===== config.mk =====
export PLATFORM = sky130hd
export DESIGN_NAME = instr_encoder
export DESIGN_NICKNAME = d
export VERILOG_FILES = /design/src/rtl/instr_encoder_pkg.sv /design/src/rtl/instr_encoder_pipe_reg.sv /design/src/rtl/instr_encoder.sv
export SDC_FILE = /design/constraint.sdc
export NUM_CORES = 1
export LEC_CHECK = 0
export CAP_MARGIN = 40
export CORE_AREA = 2 2 125 127
export CTS_CLUSTER_DIAMETER = 30
export DETAILED_ROUTE_END_ITERATION = 6
export DIE_AREA = 0 0 127 129
export HOLD_SLACK_MARGIN = 0.03
export PLACE_DENSITY = 0.65
export SYNTH_ARGS = -nofsm -noshare
export SYNTH_HDL_FRONTEND = slang
export SYNTH_SLANG_ARGS = --single-unit

===== constraint.sdc =====
create_clock -name clk -period 3.6 [get_ports clk]
set_input_delay 0.36 -clock clk [delete_from_list [all_inputs] [get_ports clk]]
set_output_delay 0.36 -clock clk [all_outputs]
set_load 0.05 [all_outputs]

===== src/rtl/instr_encoder_pkg.sv =====
// Shared types and helpers for the RV32I field-to-word encoder.
// Inverse of the decoder: fields plus instruction type in, raw word out.
package instr_encoder_pkg;

  typedef logic [6:0]  opcode_t;
  typedef logic [4:0]  regId_t;
  typedef logic [31:0] raw_instr_t;

  localparam opcode_t OPC_LOAD   = 7'b0000011;
  localparam opcode_t OPC_FENCE  = 7'b0001111;
  localparam opcode_t OPC_OPIMM  = 7'b0010011;
  localparam opcode_t OPC_AUIPC  = 7'b0010111;
  localparam opcode_t OPC_STORE  = 7'b0100011;
  localparam opcode_t OPC_OP     = 7'b0110011;
  localparam opcode_t OPC_LUI    = 7'b0110111;
  localparam opcode_t OPC_BRANCH = 7'b1100011;
  localparam opcode_t OPC_JALR   = 7'b1100111;
  localparam opcode_t OPC_JAL    = 7'b1101111;
  localparam opcode_t OPC_SYSTEM = 7'b1110011;

  localparam raw_instr_t NOP_INSTR = 32'h0000_0013;

  typedef enum logic [2:0] {
    instr_type_R,
    instr_type_I,
    instr_type_S,
    instr_type_SB,
    instr_type_U,
    instr_type_UJ,
    instr_type_ILLEGAL
  } instr_type_t;

  typedef struct packed {
    opcode_t     opcode;
    logic [2:0]  funct3;
    logic [6:0]  funct7;
    regId_t      rs1;
    regId_t      rs2;
    regId_t      rd;
    logic [31:0] imm;
    instr_type_t itype;
  } decoded_instr_t;

  typedef struct packed {
    logic       err;
    raw_instr_t instr;
  } enc_word_t;

  // Opcode to format; anything unrecognised is reported, not asserted on
  function automatic instr_type_t get_instr_type(input opcode_t op);
    instr_type_t t;
    unique case (op)
      OPC_OP:     t = instr_type_R;
      OPC_LOAD,
      OPC_FENCE,
      OPC_OPIMM,
      OPC_JALR,
      OPC_SYSTEM: t = instr_type_I;
      OPC_STORE:  t = instr_type_S;
      OPC_BRANCH: t = instr_type_SB;
      OPC_LUI,
      OPC_AUIPC:  t = instr_type_U;
      OPC_JAL:    t = instr_type_UJ;
      default:    t = instr_type_ILLEGAL;
    endcase
    return t;
  endfunction

  // Scatter the decoded fields back into their RV32I bit positions
  function automatic raw_instr_t encode_instruction(input decoded_instr_t d);
    raw_instr_t w;
    unique case (d.itype)
      instr_type_R:
        w = {d.funct7, d.rs2, d.rs1, d.funct3, d.rd, d.opcode};
      instr_type_I:
        w = {d.imm[11:0], d.rs1, d.funct3, d.rd, d.opcode};
      instr_type_S:
        w = {d.imm[11:5], d.rs2, d.rs1, d.funct3,
             d.imm[4:0], d.opcode};
      instr_type_SB:
        w = {d.imm[12], d.imm[10:5], d.rs2, d.rs1, d.funct3,
             d.imm[4:1], d.imm[11], d.opcode};
      instr_type_U:
        w = {d.imm[19:0], d.rd, d.opcode};
      instr_type_UJ:
        w = {d.imm[20], d.imm[10:1], d.imm[11], d.imm[19:12],
             d.rd, d.opcode};
      default:
        w = NOP_INSTR;
    endcase
    return w;
  endfunction

  // Unknown opcode, or a branch/jump offset that is not 2-byte aligned
  function automatic logic encode_error(input decoded_instr_t d);
    logic e;
    unique case (d.itype)
      instr_type_ILLEGAL: e = 1'b1;
      instr_type_SB,
      instr_type_UJ:      e = d.imm[0];
      default:            e = 1'b0;
    endcase
    return e;
  endfunction

endpackage


===== src/rtl/instr_encoder_pipe_reg.sv =====
// One valid/ready register slot with a synchronous flush.
// Holds its word until the consumer takes it; refills in the same cycle.
module pipe_reg
  import instr_encoder_pkg::*;
#(
  parameter int W = 8
) (
  input  logic         clk,
  input  logic         rst,
  input  logic         clear,
  input  logic         in_valid,
  output logic         in_ready,
  input  logic [W-1:0] in_data,
  output logic         out_valid,
  input  logic         out_ready,
  output logic [W-1:0] out_data
);

  logic         valid_q;
  logic         valid_d;
  logic [W-1:0] data_q;
  logic [W-1:0] data_d;
  logic         load;

  assign load      = !valid_q || out_ready;
  assign in_ready  = load;
  assign out_valid = valid_q;
  assign out_data  = data_q;

  // Flush wins; otherwise refill when empty or draining
  always_comb begin
    valid_d = valid_q;
    data_d  = data_q;
    if (clear) begin
      valid_d = 1'b0;
    end else if (load) begin
      valid_d = in_valid;
      if (in_valid) begin
        data_d = in_data;
      end
    end
  end

  // Slot state
  always_ff @(posedge clk or posedge rst) begin
    if (rst) begin
      valid_q <= 1'b0;
      data_q  <= '0;
    end else begin
      valid_q <= valid_d;
      data_q  <= data_d;
    end
  end

endmodule


===== src/rtl/instr_encoder.sv =====
// RV32I field encoder: S1 captures fields and format, S2 holds the word.
// Output words carry a running address and an unencodable flag.
module instr_encoder
  import instr_encoder_pkg::*;
#(
  parameter int ADDR_W    = 10,
  parameter int BASE_ADDR = 0
) (
  input  logic              clk,
  input  logic              rst,
  input  logic              clear,
  input  logic              in_valid,
  output logic              in_ready,
  input  logic [6:0]        in_opcode,
  input  logic [2:0]        in_funct3,
  input  logic [6:0]        in_funct7,
  input  logic [4:0]        in_rs1,
  input  logic [4:0]        in_rs2,
  input  logic [4:0]        in_rd,
  input  logic [31:0]       in_imm,
  output logic              out_valid,
  input  logic              out_ready,
  output logic [31:0]       out_instr,
  output logic [ADDR_W-1:0] out_addr,
  output logic              out_err,
  output logic [7:0]        err_count
);

  localparam int DW = $bits(decoded_instr_t);
  localparam int EW = $bits(enc_word_t);
  localparam logic [ADDR_W-1:0] BASE = ADDR_W'(BASE_ADDR);

  decoded_instr_t s1_in;
  decoded_instr_t s1_out;
  enc_word_t      s2_in;
  enc_word_t      s2_out;

  logic s1_in_ready;
  logic s1_valid;
  logic s2_in_ready;

  logic              xfer;
  logic [ADDR_W-1:0] addr_q;
  logic [ADDR_W-1:0] addr_d;
  logic [7:0]        errcnt_q;
  logic [7:0]        errcnt_d;

  // Capture fields plus the format derived from the opcode
  always_comb begin
    s1_in        = '0;
    s1_in.opcode = in_opcode;
    s1_in.funct3 = in_funct3;
    s1_in.funct7 = in_funct7;
    s1_in.rs1    = in_rs1;
    s1_in.rs2    = in_rs2;
    s1_in.rd     = in_rd;
    s1_in.imm    = in_imm;
    s1_in.itype  = get_instr_type(in_opcode);
  end

  assign in_ready = !clear && s1_in_ready;

  pipe_reg #(.W(DW)) u_s1 (
    .clk       (clk),
    .rst       (rst),
    .clear     (clear),
    .in_valid  (in_valid && !clear),
    .in_ready  (s1_in_ready),
    .in_data   (s1_in),
    .out_valid (s1_valid),
    .out_ready (s2_in_ready),
    .out_data  (s1_out)
  );

  // Pack between stages so S2 is a clean output register
  always_comb begin
    s2_in       = '0;
    s2_in.instr = encode_instruction(s1_out);
    s2_in.err   = encode_error(s1_out);
  end

  pipe_reg #(.W(EW)) u_s2 (
    .clk       (clk),
    .rst       (rst),
    .clear     (clear),
    .in_valid  (s1_valid),
    .in_ready  (s2_in_ready),
    .in_data   (s2_in),
    .out_valid (out_valid),
    .out_ready (out_ready),
    .out_data  (s2_out)
  );

  assign out_instr = s2_out.instr;
  assign out_err   = s2_out.err;
  assign out_addr  = addr_q;
  assign err_count = errcnt_q;

  // A flush cancels any output transfer in the same cycle
  assign xfer = out_valid && out_ready && !clear;

  // Word address and saturating error tally
  always_comb begin
    addr_d   = addr_q;
    errcnt_d = errcnt_q;
    if (clear) begin
      addr_d = BASE;
    end else if (xfer) begin
      addr_d = addr_q + 1'b1;
    end
    if (xfer && out_err && (errcnt_q != 8'hFF)) begin
      errcnt_d = errcnt_q + 8'd1;
    end
  end

  // Address and error counter state
  always_ff @(posedge clk or posedge rst) begin
    if (rst) begin
      addr_q   <= BASE;
      errcnt_q <= 8'd0;
    end else begin
      addr_q   <= addr_d;
      errcnt_q <= errcnt_d;
    end
  end

endmodule

* After elaboration in Yosys (flattened, before gate mapping)
Cells that the tools add are included.
** Storage, ports and cells
- Bits in registers :: 120
- Input bits :: 69
- Output and inout port bits :: 53
- Logic and storage cells :: 56
** Operators by class
- Add/subtract/negate cells :: 2
- Equal/unequal tests :: 18
- Multiplexer cells :: 9
- Bitwise logic cells :: 1
- Reductions and logical operators :: 20
** Operators with widths (number)
- 32-bit one-hot mux with 6 select lines :: 1
- 7-bit == test, second input constant :: 4
- 7-bit by 6-bit == test with 1-bit output, second input constant :: 3
- 10-bit two-way mux :: 2
- 3-bit one-hot mux with 6 select lines :: 1
- 7-bit by 5-bit == test with 1-bit output, second input constant :: 2
- 10-bit by 1-bit adder with 10-bit output, second input constant :: 1
- 3-bit == test, second input constant :: 3
- 8-bit by 1-bit adder with 8-bit output, second input constant :: 1
- 8-bit != test, second input constant :: 1
- 7-bit by 2-bit == test with 1-bit output, second input constant :: 1
- 7-bit by 4-bit == test with 1-bit output, second input constant :: 1
- 3-bit by 2-bit == test with 1-bit output, second input constant :: 2
- 1-bit logical AND :: 6
- 3-bit AND reduction :: 2
- 2-bit nonzero test :: 3
- 5-bit OR reduction :: 1
- 1-bit two-way mux :: 4
- 2-bit OR reduction :: 2
- 3-bit by 1-bit == test with 1-bit output, second input constant :: 1
- 1-bit logical NOT :: 3
- 3-bit logical NOT :: 1
- 1-bit logical OR :: 2
- 1-bit one-hot mux with 2 select lines :: 1
- 1-bit NOT :: 1

* Longest topological paths before layout
Gate-level depths: netlist (run 1).
- Depth in word-level cells :: 5
- Gate-level depth with buffers :: 7
- Mapped depth without buffers :: 5

* Cells and area by module
A second synthesis (run 1) with hierarchy kept.
** Second synthesis, totals
- Cell total of the unflattened synthesis :: 450
- Area total of the unflattened synthesis :: 5554.1 µm²
** Modules (own cells, without submodules)
- pipe_reg at u_s1 :: times used 1, cells each 148, area an instance 2553.7 µm², sequential area each 1701.6 µm²
- instr_encoder :: times used 1, cells each 226, area an instance 1696.6 µm², sequential area each 450.4 µm²
- pipe_reg at u_s2 :: times used 1, cells each 76, area an instance 1303.8 µm², sequential area each 850.8 µm²

* Least setup slack after synthesis (run 1)
OpenSTA, ideal clock, no wires.
- Path type :: register to register
- Start :: register u_s2.valid_q (netlist: u_s2.out_valid)
- End :: register u_s1.data_q[10] (netlist: u_s1.out_data[10])
- Library setup time :: 0.125 ns
- Arrival :: 1.830 ns
- Path slack :: 1.645 ns
- Stages on the path, launching flop included :: 6
- Period minus slack after synthesis :: 1.955 ns
- Cells stage by stage :: dfrtp_1 > and3b_1 > or3b_1 > buf_2 > buf_6 > mux2_4
** Between the ends
- Cells in the longest elaborated chain, start to end :: 4
** Ends and longest elaborated chain
- from (decl) :: RTL line instr_encoder_pipe_reg.sv:19 : logic valid_q;
- from (signal assigned) :: RTL line instr_encoder_pipe_reg.sv:50 : valid_q <= valid_d;
- 1-bit logical NOT :: RTL line instr_encoder_pipe_reg.sv:25 : assign load = !valid_q || out_ready;
- 1-bit logical OR (2 in series) :: RTL line instr_encoder_pipe_reg.sv:25
- 3-bit AND reduction (no source line)
- to (signal assigned) :: RTL line instr_encoder_pipe_reg.sv:51 : data_q <= data_d;
- to (decl) :: RTL line instr_encoder_pipe_reg.sv:21 : logic [W-1:0] data_q;
Every way passes these cells.
A chain may end at the register's enable or synchronous reset.

* Final worst setup path (run 1)
- Start :: input out_ready
- End :: output in_ready
** Between the ends
- Cells in the longest elaborated chain, start to end :: 3
** Ends and longest elaborated chain
- from (decl) :: RTL line instr_encoder.sv:22 : input logic out_ready,
- 1-bit logical OR (2 in series) :: RTL line instr_encoder_pipe_reg.sv:25
- 1-bit logical AND :: RTL line instr_encoder.sv:61 : assign in_ready = !clear && s1_in_ready;
- to (decl) :: RTL line instr_encoder.sv:13 : output logic in_ready,
Every way passes these cells.

==> results of run 1 <==
-- cell type report --
type	count	area, µm²
clock buffers	10	229
clock inverters	6	71.3
fillers	1425	8220
inverters	5	21.3
multi-input cells	282	2260
flip-flops and latches	109	2730
well taps	188	235
repair buffers	120	1210
-- metal layers --
metal | vias up | global-route usage | routed length [µm]
met1 | 1805 | 0.212 | 5690
met4 | 0 | 0.0446 | 128
met5 | - | 0 | 0
met3 | 10 | 0.0349 | 554
met2 | 91 | 0.254 | 6080
li1 | 1734 | - | -
-- final timing paths --
path	start	endpoint	slack, ps	cells past startpoint
setup / recovery	out_ready	in_ready	1130	4
hold / removal	u_s2.out_data[26]	u_s2.out_data[26]	500	2
setup reg to reg	u_s2.out_valid	u_s2.out_data[27]	1390	5
hold reg to reg	u_s2.out_data[26]	u_s2.out_data[26]	500	2
max in group asynchronous	rst	u_s2.out_data[13]	2340	3
min in group asynchronous	rst	err_count[5]	520	2
-- cell usage in the layout, fill, tap and decap left out, types with 5 or more instances in the layout --
master / instances
clkdlybuf4s50_1: 110
a22o_1: 8
mux2_4: 52
mux2_2: 11
nor2_1: 57
xor2_1: 8
nand2_1: 24
buf_4: 8
a221oi_1: 19
nor2b_1: 7
a22oi_1: 9
mux2i_1: 7
nand4_1: 5
nand3_1: 9
xnor2_1: 5
o21ai_0: 15
dfrtp_1: 109
clkbuf_16: 9
-- state kept, by name, summed over array words and instances (netlist names) --
signal	cells
u_s2.out_valid	1
u_s2.out_data	33
u_s1.out_valid	1
out_addr	10
u_s1.out_data	56
err_count	8
-- power groups by stage --
stage / clock network [µW] / logic [µW] / registers (µW)
final: 1010 / 880 / 1540
after floorplan: 0 / 349 / 1770
after global routing: 1090 / 935 / 1570
after CTS: 1040 / 889 / 1540
after global placement: 0 / 872 / 1560
after detailed placement: 0 / 886 / 1560
-- cell families (layout without fill, tap and decap cells) --
kind of cell	count (synthesis)	in the layout
xor+xnor	13	13
simple gates	124	124
compound gates	72	72
flops	109	109
mux	71	71
buf+inv	30	141
fa+ha+maj	2	2
-- through the flow --
stage | instances | worst slack (ps) | area (µm²)
after floorplan | 421 | 366 | 5140
after global placement | 703 | 857 | 6430
after detailed placement | 704 | 990 | 6450
after CTS | 720 | 1150 | 6760
after global routing | 720 | 1080 | 6760
final | 720 | 1130 | 6760
-- worst max-delay path: stages --
cell,delay (ps)
clkdlybuf4s50_1,590
and3b_1,240
nor2_1,110
clkdlybuf4s50_1,810
==> run summary, run 1 <==
Outcome - completed
Pleak - 0.00299 µW
Crit. End Element - output port
Diodes inserted - 0
Primary FF master, synth - dfrtp_1
Die width - 127 µm
Psw - 1090 µW
Worst vdd ir - 0.000243 V
CTS tree - yes
Post-Synthesis Cell Area - 5140 µm²
Post-CTS setup repair buffer count - 0
First-pass GRT wire length - 19600 µm
CP Class - in2out
RePlAce Congestion - 0.795
Tightest Pin Transition - 884 ps
Fin crit share - 0.686
Commonest cells in the netlist - 109 x dfrtp_1, 57 x nor2_1, 52 x mux2_4
Worst-Skew Late Latency - 350 ps
Leading area contributor after synthesis - dfrtp_1
Seq cells post-synth - 109
Die Y - 129 µm
Post-synth EDFFs - 0
Post-Synth Simple-Gate Area - 0.115
Internal - 2340 µW
Power Total - 3440 µW
Mux cell area share after synthesis - 0.194
Crit path required time - 3240 ps
Max_slew headroom - 0.411
Detailed-route via count - 3640
Syn nets - 492
DR DRC count - 0
Final hold vios - 0
Avg Cell Area, Syn - 12.2 µm²
Setup TNS - 0 ps
Warning count from the yosys run - 0
TritonRoute pass-1 iters - 4
Clk_skew - 4.86 ps
Fin Hold WS - 503 ps
Post-route ant nets - 0
Fin. max-slew vios - 0
Sequential group share of total power - 0.449
Seq/Total Area, Yosys - 0.530
CTS Root Buffer Type - clkbuf_16
CP max FO - 7
Synth Area in Compound Gates - 0.103
Maxcap violations - 0
CTS sink cnt - 109
Clock Tree Buf Depth - 2
Combinational fraction of design power - 0.256
Count leader, synth - dfrtp_1
Switching share of power - 0.318
Critical path arrival - 2110 ps
Post-Synth Adder-Cell Area - 0.00486
Routed len/inst - 17.3 µm
Clock power frac - 0.295
Final WL - 12500 µm
CTS resizes - 0
Die footprint - 16400 µm²
Reg clk slew, reported paths - 70 ps
Startpoint types - input pin
Initial antenna violation count - 0
Tmin final - 2470 ps
Largest net degree at the start of global routing - 66
Final-stage net count - 598
Async S/R FF share, synth - 1.00
Detailed Place HPWL - 8910 µm
Ranking of synthesized cells by area - dfrtp_1 53%, mux2_4 15%, nor2_1 4.2%
GR Overflow Total - 0
Layout cells sized above 1 - 0.175
Core Util, Final - 0.451
Io pins - 122
Fmax - 405 MHz
Initial Util - 0.344
DRT iter0 DRCs - 245
Main combinational cell family by area after synthesis - multiplexers
Vias in the first global route - 3582
XOR/XNOR share of the synthesized area - 0.0221
Worst min-delay path class - reg2reg
Yosys cell types - 44
Core Rows - 45
All-layer global routing usage - 0.156
# setup viols final - 0
CORE AREA - 15000 µm²
Syn-to-layout area delta - 31.3%
Hold_buf cts - 0
RSZ-0062 raised after global routing - no
Pwr dens - 508 nW/µm²
Post-synth top area share - 0.530
CTS Buf Count - 9
Synthesized instance count - 421
Port bufs - 110
Clock H-tree levels - 3
Vias/cell - 5.06
Note: power is estimated with default switching activity, not from simulation.
==> run 2, diff against run 1 <==
PLACE_DENSITY = 0.67   (was 0.65)
clock period = 2 ns   (was 3.6 ns; I/O delays follow)
==> run 2 against run 1 <==
Hold slack got worse by 320 ps; sequential share of layout area is 0.65 points lower; wire length is 1.3% higher; global-route usage is 0.17 points higher; via count grew 3.3%; die area stayed put; first-iteration DRC count rose by 5.7%; final cell count up 1.9%; total power grew 77%; flip-flop and latch count unchanged; count of clock-buffer cells in the layout did not move; critical path type is now reg2out; largest cell class unchanged.
==> run summary, run 2 (synthesis results as in run 1) <==
Die footprint - 16400 µm²
Reg clk slew, reported paths - 70 ps
R2R depth - 5
Post-CTS setup repair buffer count - 0
First-pass GRT wire length - 19900 µm
Max_slew headroom - 0.611
Placed cells - 718
DR DRC count - 0
Io pins - 122
Fin. max-slew vios - 0
Layout cells sized above 1 - 0.200
Largest net degree at the start of global routing - 75
Worst path bufs/invs - 1
Dominant delay contributor by cell family on the critical path - buffers and inverters
Final hold vios - 0
Tmin final - 1870 ps
RSZ-0062 raised after global routing - no
Maxcap violations - 0
# setup viols final - 0
CTS Buf Count - 9
Worst vdd ir - 0.000419 V
Syn-to-layout area delta - 33.4%
Outcome - completed
Max FFs per register - 56
Core Util, Final - 0.458
Most frequent cells in the layout - 109 x dfrtp_1, 109 x clkdlybuf4s50_1, 57 x nor2_1
Fill count - 1399
Reg2Reg Launch Point - u_s1.out_data[2]
GR Overflow Total - 0
Crit. End Element - output port
Clk_skew - 8.39 ps
Clock Tree Buf Depth - 2
CP max FO - 7
Fmax - 534 MHz
Hold_buf cts - 0
Final WL - 12600 µm
CTS sink cnt - 109
Setup TNS - 0 ps
FF-to-FF setup slack - 210 ps
DRT iter0 DRCs - 259
Pleak - 0.00306 µW
Die Y - 129 µm
Vias/cell - 5.12
CP Class - reg2out
Cell count along the critical path - 1
Fin crit share - 0.936
Initial antenna violation count - 0
Startpoint types - flop
RePlAce Congestion - 0.751
Core Rows - 45
Port bufs - 110
CTS resizes - 0
Detailed Place HPWL - 9060 µm
Slowest stage delay, CP - 850 ps
Detailed-route via count - 3761
CORE AREA - 15000 µm²
Clock H-tree levels - 3
Final-stage net count - 612
Diodes inserted - 0
CTS tree - yes
Critical path arrival - 1670 ps
Worst-Skew Late Latency - 360 ps
Worst min-delay path class - in2async
Non-Filler Instances - 734
Die width - 127 µm
Vias in the first global route - 3700
Pwr dens - 886 nW/µm²
Tightest Pin Transition - 583 ps
All-layer global routing usage - 0.158
TritonRoute pass-1 iters - 5
Reg-to-reg endpoint - u_s2.out_data[22]
Routed len/inst - 17.2 µm
CTS Root Buffer Type - clkbuf_16
Crit-path cells - clkdlybuf4s50_1
Post-route ant nets - 0
Crit path required time - 1800 ps
Slowest cell on crit path - clkdlybuf4s50_1
Fin Hold WS - 185 ps
Initial Util - 0.344
==> run 2: cell types whose count changed in the layout (fill, tap and decap cells not counted), sizes merged <==
| cell | change |
|---|---|
| bufinv | -1 |
| clkdlybuf4s50 | -1 |
| inv | -2 |
| clkinv | +3 |
| buf | +15 |
==> run 2: metrics by stage <==
step                instance area (µm²)  power, µW  setup slack [ps]
finish                             6870       6080               129
global route                       6870       6380              70.1
CTS                                6870       6130               128
detailed placement                 6590       4440              -121
global placement                   6570       4400             -95.2
floorplan                          5150       3810              45.2
==> run 2: layout make-up <==
| cell class | instances | area [µm²] | share of cell area |
|---|---|---|---|
| sequential | 109 | 2730 | 0.397 |
| multi-input combinational | 282 | 2260 | 0.330 |
| timing repair buffer | 134 | 1340 | 0.195 |
| clock buffer | 10 | 239 | 0.0348 |
| tap | 188 | 235 | 0.0343 |
| clock inverter | 6 | 37.5 | 0.00547 |
| inverter | 5 | 22.5 | 0.00328 |
==> run 2: where the power goes <==
| group | total [µW] | internal, µW | switching, µW |
|---|---|---|---|
| clock network | 1690 | 877 | 810 |
| logic | 1630 | 750 | 880 |
| registers | 2770 | 2500 | 264 |
| total | 6080 | 4130 | 1950 |
==> run 2: how the worst max path moves through the flow <==
stage          slack (ps)                end           start
2_1_floorplan          50  u_s1.out_data[10]  u_s2.out_valid
3_3_place_gp         -100  u_s1.out_data[19]       out_ready
3_5_place_dp         -120  u_s1.out_data[21]       out_ready
4_1_cts               130       err_count[2]    err_count[2]
5_1_grt                70       err_count[6]    err_count[6]
6_report              130       err_count[2]    err_count[2]
==> run 2: layer usage <==
layer / wire length [µm] / vias up / global-route usage
li1: - / 1761 / -
met1: 5780 / 1875 / 0.217
met2: 6030 / 106 / 0.249
met3: 596 / 19 / 0.0362
met4: 201 / 0 / 0.0524
met5: 0 / - / 0
